$ cat src/rtl/note_recorder.sv
`default_nettype none
// ============================================================================
// Module   : note_recorder
// Purpose  : Watches four voice half-period buses during a live take and
//            encodes every held note into a 32-bit note word written to song
//            memory: [17:16]=channel, [15:8]=length, [7:0]=half-period.
// Ports    : clk, reset_n         clock, asynchronous active-low reset
//            arm, stop            take start (IDLE only) / take end (REC only)
//            ch_freq0..3 [7:0]    live half-period per channel, 0 = silent
//            mem_wr_en            one-cycle write strobe
//            mem_addr  [31:0]     BASE_ADDR + 4*index (0 when not writing)
//            mem_data  [31:0]     note word (0 when not writing)
//            recording            take in progress (including final writes)
//            full, dropped        sticky capacity / discard flags
//            note_count [15:0]    note words written this take
// Macro    : NOTE_RECORDER_TERMINATOR_EN adds a TERM state that writes
//            32'h8000_0000 after the last note; that slot is reserved.
// Revision : 1.0 - initial release
// ============================================================================
module note_recorder #(
  parameter int          MAX_NOTES = 256,
  parameter logic [31:0] BASE_ADDR = 32'h0
) (
  input  logic        clk,
  input  logic        reset_n,
  input  logic        arm,
  input  logic        stop,
  input  logic [7:0]  ch_freq0,
  input  logic [7:0]  ch_freq1,
  input  logic [7:0]  ch_freq2,
  input  logic [7:0]  ch_freq3,
  output logic        mem_wr_en,
  output logic [31:0] mem_addr,
  output logic [31:0] mem_data,
  output logic        recording,
  output logic        full,
  output logic        dropped,
  output logic [15:0] note_count
);

`ifdef NOTE_RECORDER_TERMINATOR_EN
  typedef enum logic [1:0] {IDLE = 2'd0, REC = 2'd1, FLUSH = 2'd2, TERM = 2'd3} state_t;
  localparam int LIMIT_INT = MAX_NOTES - 1;
`else
  typedef enum logic [1:0] {IDLE = 2'd0, REC = 2'd1, FLUSH = 2'd2} state_t;
  localparam int LIMIT_INT = MAX_NOTES;
`endif
  localparam logic [16:0] LIMIT = 17'(LIMIT_INT);

  state_t      state, state_next;
  logic [7:0]  freq      [4];
  logic [7:0]  pend_len  [4];
  logic [7:0]  pend_freq [4];
  logic [3:0]  pend_v;
  logic [3:0]  open_ch;
  logic [3:0]  drop_word;
  logic [3:0]  grant;
  logic [1:0]  sel;
  logic [15:0] count;

  assign freq[0] = ch_freq0;
  assign freq[1] = ch_freq1;
  assign freq[2] = ch_freq2;
  assign freq[3] = ch_freq3;

  // Fixed-priority arbiter, ch0 highest.
  always_comb begin
    grant = 4'b0000;
    sel   = 2'd0;
    if (pend_v[0]) begin
      grant = 4'b0001; sel = 2'd0;
    end else if (pend_v[1]) begin
      grant = 4'b0010; sel = 2'd1;
    end else if (pend_v[2]) begin
      grant = 4'b0100; sel = 2'd2;
    end else if (pend_v[3]) begin
      grant = 4'b1000; sel = 2'd3;
    end
  end

  for (genvar i = 0; i < 4; i++) begin : g_ch
    logic [7:0] prev_q, len_q, prev_next, len_next;
    logic [7:0] plen_q, pfreq_q;
    logic       pv_q, emit, slot_free;

    // A slot being granted this edge can accept a new word on the same edge.
    assign slot_free = !pv_q || grant[i];

    always_comb begin
      prev_next = prev_q;
      len_next  = len_q;
      emit      = 1'b0;
      case (state)
        IDLE: begin
          // Notes already held when the take is armed open on the arm edge.
          if (arm) begin
            prev_next = freq[i];
            len_next  = (freq[i] != 8'd0) ? 8'd1 : 8'd0;
          end
        end
        REC: begin
          // The stop edge ends the take: channel state is frozen and FLUSH
          // closes whatever is open with its current length.
          if (!stop) begin
            if (prev_q == 8'd0) begin
              if (freq[i] != 8'd0) begin
                prev_next = freq[i];
                len_next  = 8'd1;
              end
            end else if (freq[i] == prev_q) begin
              if (len_q == 8'd255) begin
                emit     = 1'b1;
                len_next = 8'd1;
              end else begin
                len_next = len_q + 8'd1;
              end
            end else begin
              emit      = 1'b1;
              prev_next = freq[i];
              len_next  = (freq[i] != 8'd0) ? 8'd1 : 8'd0;
            end
          end
        end
        FLUSH: begin
          if (prev_q != 8'd0 && slot_free) begin
            emit      = 1'b1;
            prev_next = 8'd0;
            len_next  = 8'd0;
          end
        end
        default: ;
      endcase
    end

    always_ff @(posedge clk or negedge reset_n) begin
      if (!reset_n) begin
        prev_q  <= 8'd0;
        len_q   <= 8'd0;
        pv_q    <= 1'b0;
        plen_q  <= 8'd0;
        pfreq_q <= 8'd0;
      end else begin
        prev_q <= prev_next;
        len_q  <= len_next;
        if (emit && slot_free) begin
          pv_q    <= 1'b1;
          plen_q  <= len_q;
          pfreq_q <= prev_q;
        end else if (grant[i]) begin
          pv_q <= 1'b0;
        end
      end
    end

    assign open_ch[i]   = (prev_q != 8'd0);
    assign drop_word[i] = emit && !slot_free;
    assign pend_v[i]    = pv_q;
    assign pend_len[i]  = plen_q;
    assign pend_freq[i] = pfreq_q;
  end

  always_comb begin
    state_next = state;
    case (state)
      IDLE:  if (arm)  state_next = REC;
      REC:   if (stop) state_next = FLUSH;
      FLUSH: begin
        if (open_ch == 4'b0000 && pend_v == 4'b0000) begin
`ifdef NOTE_RECORDER_TERMINATOR_EN
          state_next = TERM;
`else
          state_next = IDLE;
`endif
        end
      end
`ifdef NOTE_RECORDER_TERMINATOR_EN
      TERM:  state_next = IDLE;
`endif
      default: state_next = IDLE;
    endcase
  end

  always_ff @(posedge clk or negedge reset_n) begin
    if (!reset_n) begin
      state     <= IDLE;
      count     <= 16'd0;
      full      <= 1'b0;
      dropped   <= 1'b0;
      mem_wr_en <= 1'b0;
      mem_addr  <= 32'd0;
      mem_data  <= 32'd0;
    end else begin
      state     <= state_next;
      mem_wr_en <= 1'b0;
      mem_addr  <= 32'd0;
      mem_data  <= 32'd0;
      if (state == IDLE && arm) begin
        count   <= 16'd0;
        full    <= 1'b0;
        dropped <= 1'b0;
      end else begin
        // Once full, granted slots are still drained, but their words are lost.
        if (pend_v != 4'b0000) begin
          if (!full) begin
            mem_wr_en <= 1'b1;
            mem_addr  <= BASE_ADDR + {14'd0, count, 2'b00};
            mem_data  <= {14'd0, sel, pend_len[sel], pend_freq[sel]};
            count     <= count + 16'd1;
            if (({1'b0, count} + 17'd1) == LIMIT)
              full <= 1'b1;
          end else begin
            dropped <= 1'b1;
          end
        end
        if (drop_word != 4'b0000)
          dropped <= 1'b1;
`ifdef NOTE_RECORDER_TERMINATOR_EN
        if (state == TERM) begin
          mem_wr_en <= 1'b1;
          mem_addr  <= BASE_ADDR + {14'd0, count, 2'b00};
          mem_data  <= 32'h8000_0000;
        end
`endif
      end
    end
  end

  // Held through the cycle of the final write so it falls just after it.
  assign recording  = (state != IDLE) || mem_wr_en;
  assign note_count = count;

endmodule
`default_nettype wire

$ cat config.mk
export PLATFORM = sky130hd
export DESIGN_NAME = note_recorder
export DESIGN_NICKNAME = d
export VERILOG_FILES = /design/src/rtl/note_recorder.sv
export SDC_FILE = /design/constraint.sdc
export NUM_CORES = 1
export LEC_CHECK = 0
export ABC_AREA = 0
export CAP_MARGIN = 20
export CORE_MARGIN = 2
export CORE_UTILIZATION = 60
export CTS_BUF_LIST = sky130_fd_sc_hd__clkbuf_16
export DETAILED_ROUTE_END_ITERATION = 8
export PLACE_DENSITY = 0.85
export SLEW_MARGIN = 20
export SYNTH_ARGS = -nofsm -noshare
export SYNTH_HDL_FRONTEND = slang
export SYNTH_SLANG_ARGS = --single-unit
$ cat constraint.sdc
create_clock -name clk -period 3.3 [get_ports clk]
set_input_delay 0.495 -clock clk [delete_from_list [all_inputs] [get_ports clk]]
set_output_delay 0.495 -clock clk [all_outputs]
set_load 0.005 [all_outputs]
# Yosys cells after proc, flatten, opt, wreduce, memory -nomap -nowiden
# Cells that the tools add are included.
# Widths: inputs -> output; s select.
[word_totals]
in_bits = 36
elab_cells = 257
ff_bits = 217
[op_classes]
bitwise = 1
order_cmp = 1
mux = 130
n_eq_ne = 28
reduce_logical = 64
addsub = 6
[ops]
columns = ["operator", "count"]
rows = [
  ["$mux 8", 52],
  ["$pmux 8 s3", 8],
  ["$mux 18", 6],
  ["$reduce_bool 8->1", 8],
  ["$mux 16", 3],
  ["$mux 1", 43],
  ["$add 8x1->8 const B", 4],
  ["$bmux 8 s2", 2],
  ["$eq 8x8->1", 4],
  ["$eq 8x8->1 const B", 4],
  ["$logic_not 8->1", 4],
  ["$ne 3x3->1 const B", 8],
  ["$reduce_and 6->1", 4],
  ["$reduce_and 5->1", 4],
  ["$add 16x1->17 const B", 1],
  ["$eq 17x9->1 const B", 1],
  ["$add 16x1->16 const B", 1],
  ["$mux 4", 4],
  ["$ne 2x2->1 const B", 8],
  ["$logic_and 1x1->1", 14],
  ["$mux 2", 7],
  ["$reduce_bool 2->1", 6],
  ["$reduce_bool 3->1", 3],
  ["$logic_not 1->1", 8],
  ["13 further kinds", 23],
]

# Depth between registers and ports, before layout
[logic_depth]
word_depth = 12
ltp_mapped = 10
ltp_nobuf = 7

# Worst setup path before layout
# No wires, ideal clock.
[synth_timing]
path_type = "register to register"
startpoint = "register g_ch[2].len_q[0]"
endpoint = "register g_ch[2].plen_q[6]"
path_stages_with_launch = 8
period_less_slack_ns = 2.119
setup_ns = 0.128
t_required_ns = 3.172
n_path_buf = 1
slack_ns = 1.181
t_arrival_ns = 1.991
path_cell_list = "dfrtp_1 ha_1 and3_1 and3_1 a311oi_4 o22ai_4 buf_6 mux2_1"
[synth_via]
elab_chain_cells = 7
[synth_lines]
columns = ["item", "line_no", "text"]
rows = [
  ["start: declaration", "82", "logic [7:0] prev_q, len_q, prev_next, len_next;"],
  ["start signal: assignment", "144", "len_q <= len_next;"],
  ["$eq 8x8->1", "111", "if (len_q == 8'd255) begin"],
  ["$mux 1", "111", ""],
  ["$mux 1", "110", "end else if (freq[i] == prev_q) begin"],
  ["$mux 1", "105", "if (prev_q == 8'd0) begin"],
  ["$mux 1", "104", "if (!stop) begin"],
  ["$pmux 1 s2", "93", "case (state)"],
  ["$logic_and 1x1->1", "145", "if (emit && slot_free) begin"],
  ["end signal: assignment", "147", "plen_q <= len_q;"],
  ["end: declaration", "83", "logic [7:0] plen_q, pfreq_q;"],
]
# No other way between the ends.
# A chain may end at the register's enable or synchronous reset.

# Final worst setup path
[layout_timing]
startpoint = "register state[1]"
endpoint = "register g_ch[2].pfreq_q[4]"
[layout_via]
elab_chain_cells = 3
word_cells_on_any_way = 4
classes_between = "eq/ne (2); mux (1); reduce/logical (1)"
[layout_lines]
columns = ["item", "line_no", "text"]
rows = [
  ["start: declaration", "50", "state_t state, state_next;"],
  ["start signal: assignment", "193", "state <= state_next;"],
  ["$eq 2x2->1 or $eq 2x1->1 (tied branches)", "93", ""],
  ["$pmux 1 s2 *", "93", ""],
  ["$logic_and 1x1->1 *", "145", ""],
  ["end signal: assignment", "148", "pfreq_q <= prev_q;"],
  ["end: declaration", "83", ""],
]
# Every way passes the cells marked *; elsewhere a longest branch is shown, timed or not.

==> out/results.ini <==
[placement]
io_buffers=89
dp_hpwl_mm=16.0
placed_area_mm2=0.0109
place_congestion=0.902

[floorplanning]
num_rows=47
initial_core_util=0.606
core-area_mm2=0.0164
die_w_um=133
fp.dieArea_mm2=0.0176
io_pins=120
die_h_um=133

[setup_path]
critical_path_class=reg2reg
cp_num_buf_inv=2
rr_startpoint=state[1]
cp.arrival_ns=3.09
crit_path_end_kind=flip-flop
reg2reg_slack_ns=0.53
cp_max_fo=16
worst-r2r-cell-count=7
crit_family=compound AO/OA/AOI/OAI gates
reg2reg_to=g_ch[2].pfreq_q[4]
max_stage_delay_ns=0.55
start_kind=flip-flop
worstPathRequired_ns=3.62
cp_cell_sequence=inv_1 -> ha_1 -> inv_2 -> nor2_2 -> nand4_1 -> o22ai_4 -> mux2_2
slowest_stage=o22ai_4

[power]
vdd_drop_max_mv=0.569
total_power_mw=9.15
power_density_mw_per_mm2=795
power.leakage_nw=4.84

[timing]
tightest_slew_ns=0.883
hold_ws_ns=0.0783
hold_viol=0
fin_crit_sh=0.839
fin_worst_skew_ns=0.0108
setup_violations=0
fin_tns_setup_ns=0
finalCriticalPeriod_ns=2.77
fmax_ghz=0.361
max_slew_margin=0.406
slew_viol_final=0
rsz0062_at_grt=false

[final_layout]
postLayoutCellArea_mm2=0.0115
num_antenna_cells=0
drive_gt1_frac=0.173
layout_commonest_cell=dfrtp_1
syn2layout_area_growth_pct=15.8
mostFrequentLayoutCells=187 x dfrtp_1, 88 x clkdlybuf4s50_1, 55 x mux2_2, 45 x nand2_1, 39 x and2_1
nets=1001
utilization=0.701

[cts]
cts_num_sinks=187
cts.htree.levels=4
insertion_delay_ns=0.44
path_clk_slew_ns=0.07
cts_root_buf=clkbuf_16
cts_resized=0
clockBufferDepth=2
cts_buffers=17
holdBufCountCts=0
cts_setup_buffers=0
tritoncts=done

[synth]
avgSynthCellArea_um2=11.5
synth-main-ff-cell=dfrtp_1
synthCells=868
synth_seq_cells=187
synth_cell_types=74
synth_edf_count=0
syn_area_mm2=0.00994
yosysWarnings=0
ys_async_sr_fraction=1.00
ys_seq_area_frac=0.471

[drt]
drtAntennaViolNets=0
drtIter0Drc=431
drc=0
wl_per_cell_um=18.4
routed-via-count=7134
vias_per_cell=6.01
drtPass1Iterations=5
wl_mm=21.8

[global_route]
first_global_vias=7078
grt-ovfl-total=0
antenna_found_initial=0
grt_start_max_net_pins=77
grtUsageTotal=0.263
grt_pass1_wl_mm=36.5

[worst_hold_path]
hp-class=in2async

[flow_run]
cap_viol_max_count=0

[run_status]
status=finished clean

-- cell usage after synthesis (all sizes together) (14+ instances only) --
cell	count	area share
a21oi	18	0.0091
and2	40	0.025
buf	50	0.038
clkbuf	21	0.0079
dfrtp	187	0.47
inv	21	0.0079
mux2	98	0.12
mux4	16	0.037
nand2	46	0.018
nand3	31	0.016
nand4	32	0.020
nor2	28	0.011
nor2b	33	0.021
nor3	19	0.011
nor4	23	0.020
o21ai	20	0.010
xnor2	35	0.031
xor2	14	0.012
-- stage by stage --
step                cells  setup slack (ns)
floorplan             897              1.18
global placement     1155             0.467
detailed placement   1155             0.399
CTS                  1187             0.580
global route         1187             0.405
finish               1187             0.530
-- worst reg2reg max path, cell delays in order (launching register included) --
cell and delay (ns):
dfrtp_1 0.40, inv_1 0.12, ha_1 0.44, inv_2 0.18
nor2_2 0.32, nand4_1 0.20, o22ai_4 0.55, mux2_2 0.43
-- logic make-up (layout without fill, tap and decap cells) --
family | Yosys count | count (layout) | synth area share
xor gates and xnor gates | 49 | 49 | 0.0432
buffers and inverters | 92 | 162 | 0.0538
DFF | 187 | 187 | 0.471
adders and majority gates | 11 | 11 | 0.0138
AOI/OAI and AO/OA | 108 | 108 | 0.0804
muxes | 121 | 121 | 0.163
other | 1 | 30 | 0.000377
and+or+nand+nor | 299 | 299 | 0.175
-- report_power, final --
part           total [mW]  internal (mW)  switching (mW)
Combinational        3.64           1.83            1.82
Clock                2.00           1.11           0.888
Sequential           3.51           2.89           0.615
-- how the worst max path moves through the flow --
stage	depth (start not counted)	endpoint	slack, ns	startpoint
floorplan	7	g_ch[2].plen_q[6]	1.18	g_ch[2].len_q[0]
global placement	7	g_ch[1].plen_q[3]	0.47	ch_freq1[0]
detailed placement	7	g_ch[1].plen_q[6]	0.40	ch_freq1[0]
CTS	7	g_ch[2].pfreq_q[4]	0.58	state[1]
global route	7	g_ch[2].pfreq_q[4]	0.41	state[1]
finish	7	g_ch[2].pfreq_q[4]	0.53	state[1]
-- cell type report --
type | count | area [um^2]
well taps | 220 | 275
multi-input cells | 618 | 4850
repair buffers | 109 | 1050
inverters | 21 | 78.8
flip-flops and latches | 187 | 4680
fillers | 1167 | 4900
clock buffers | 17 | 425
clock inverters | 15 | 149
-- per-layer routing --
layer	wire, um	vias up	global-route usage
li1	-	3280	-
met1	9160	3594	0.337
met2	11100	228	0.454
met3	1190	32	0.0513
met4	374	0	0.0836
met5	0	-	0
-- state kept, by name, indices dropped and copies added, names as in the netlist --
name	flops
g_ch.len_q	32
g_ch.pfreq_q	32
g_ch.plen_q	32
g_ch.prev_q	32
mem_data	18
mem_addr	16
note_count	16
g_ch.pv_q	4
state	2
dropped	1
full	1
mem_wr_en	1
No activity file was read; power rests on OpenSTA's default activity.
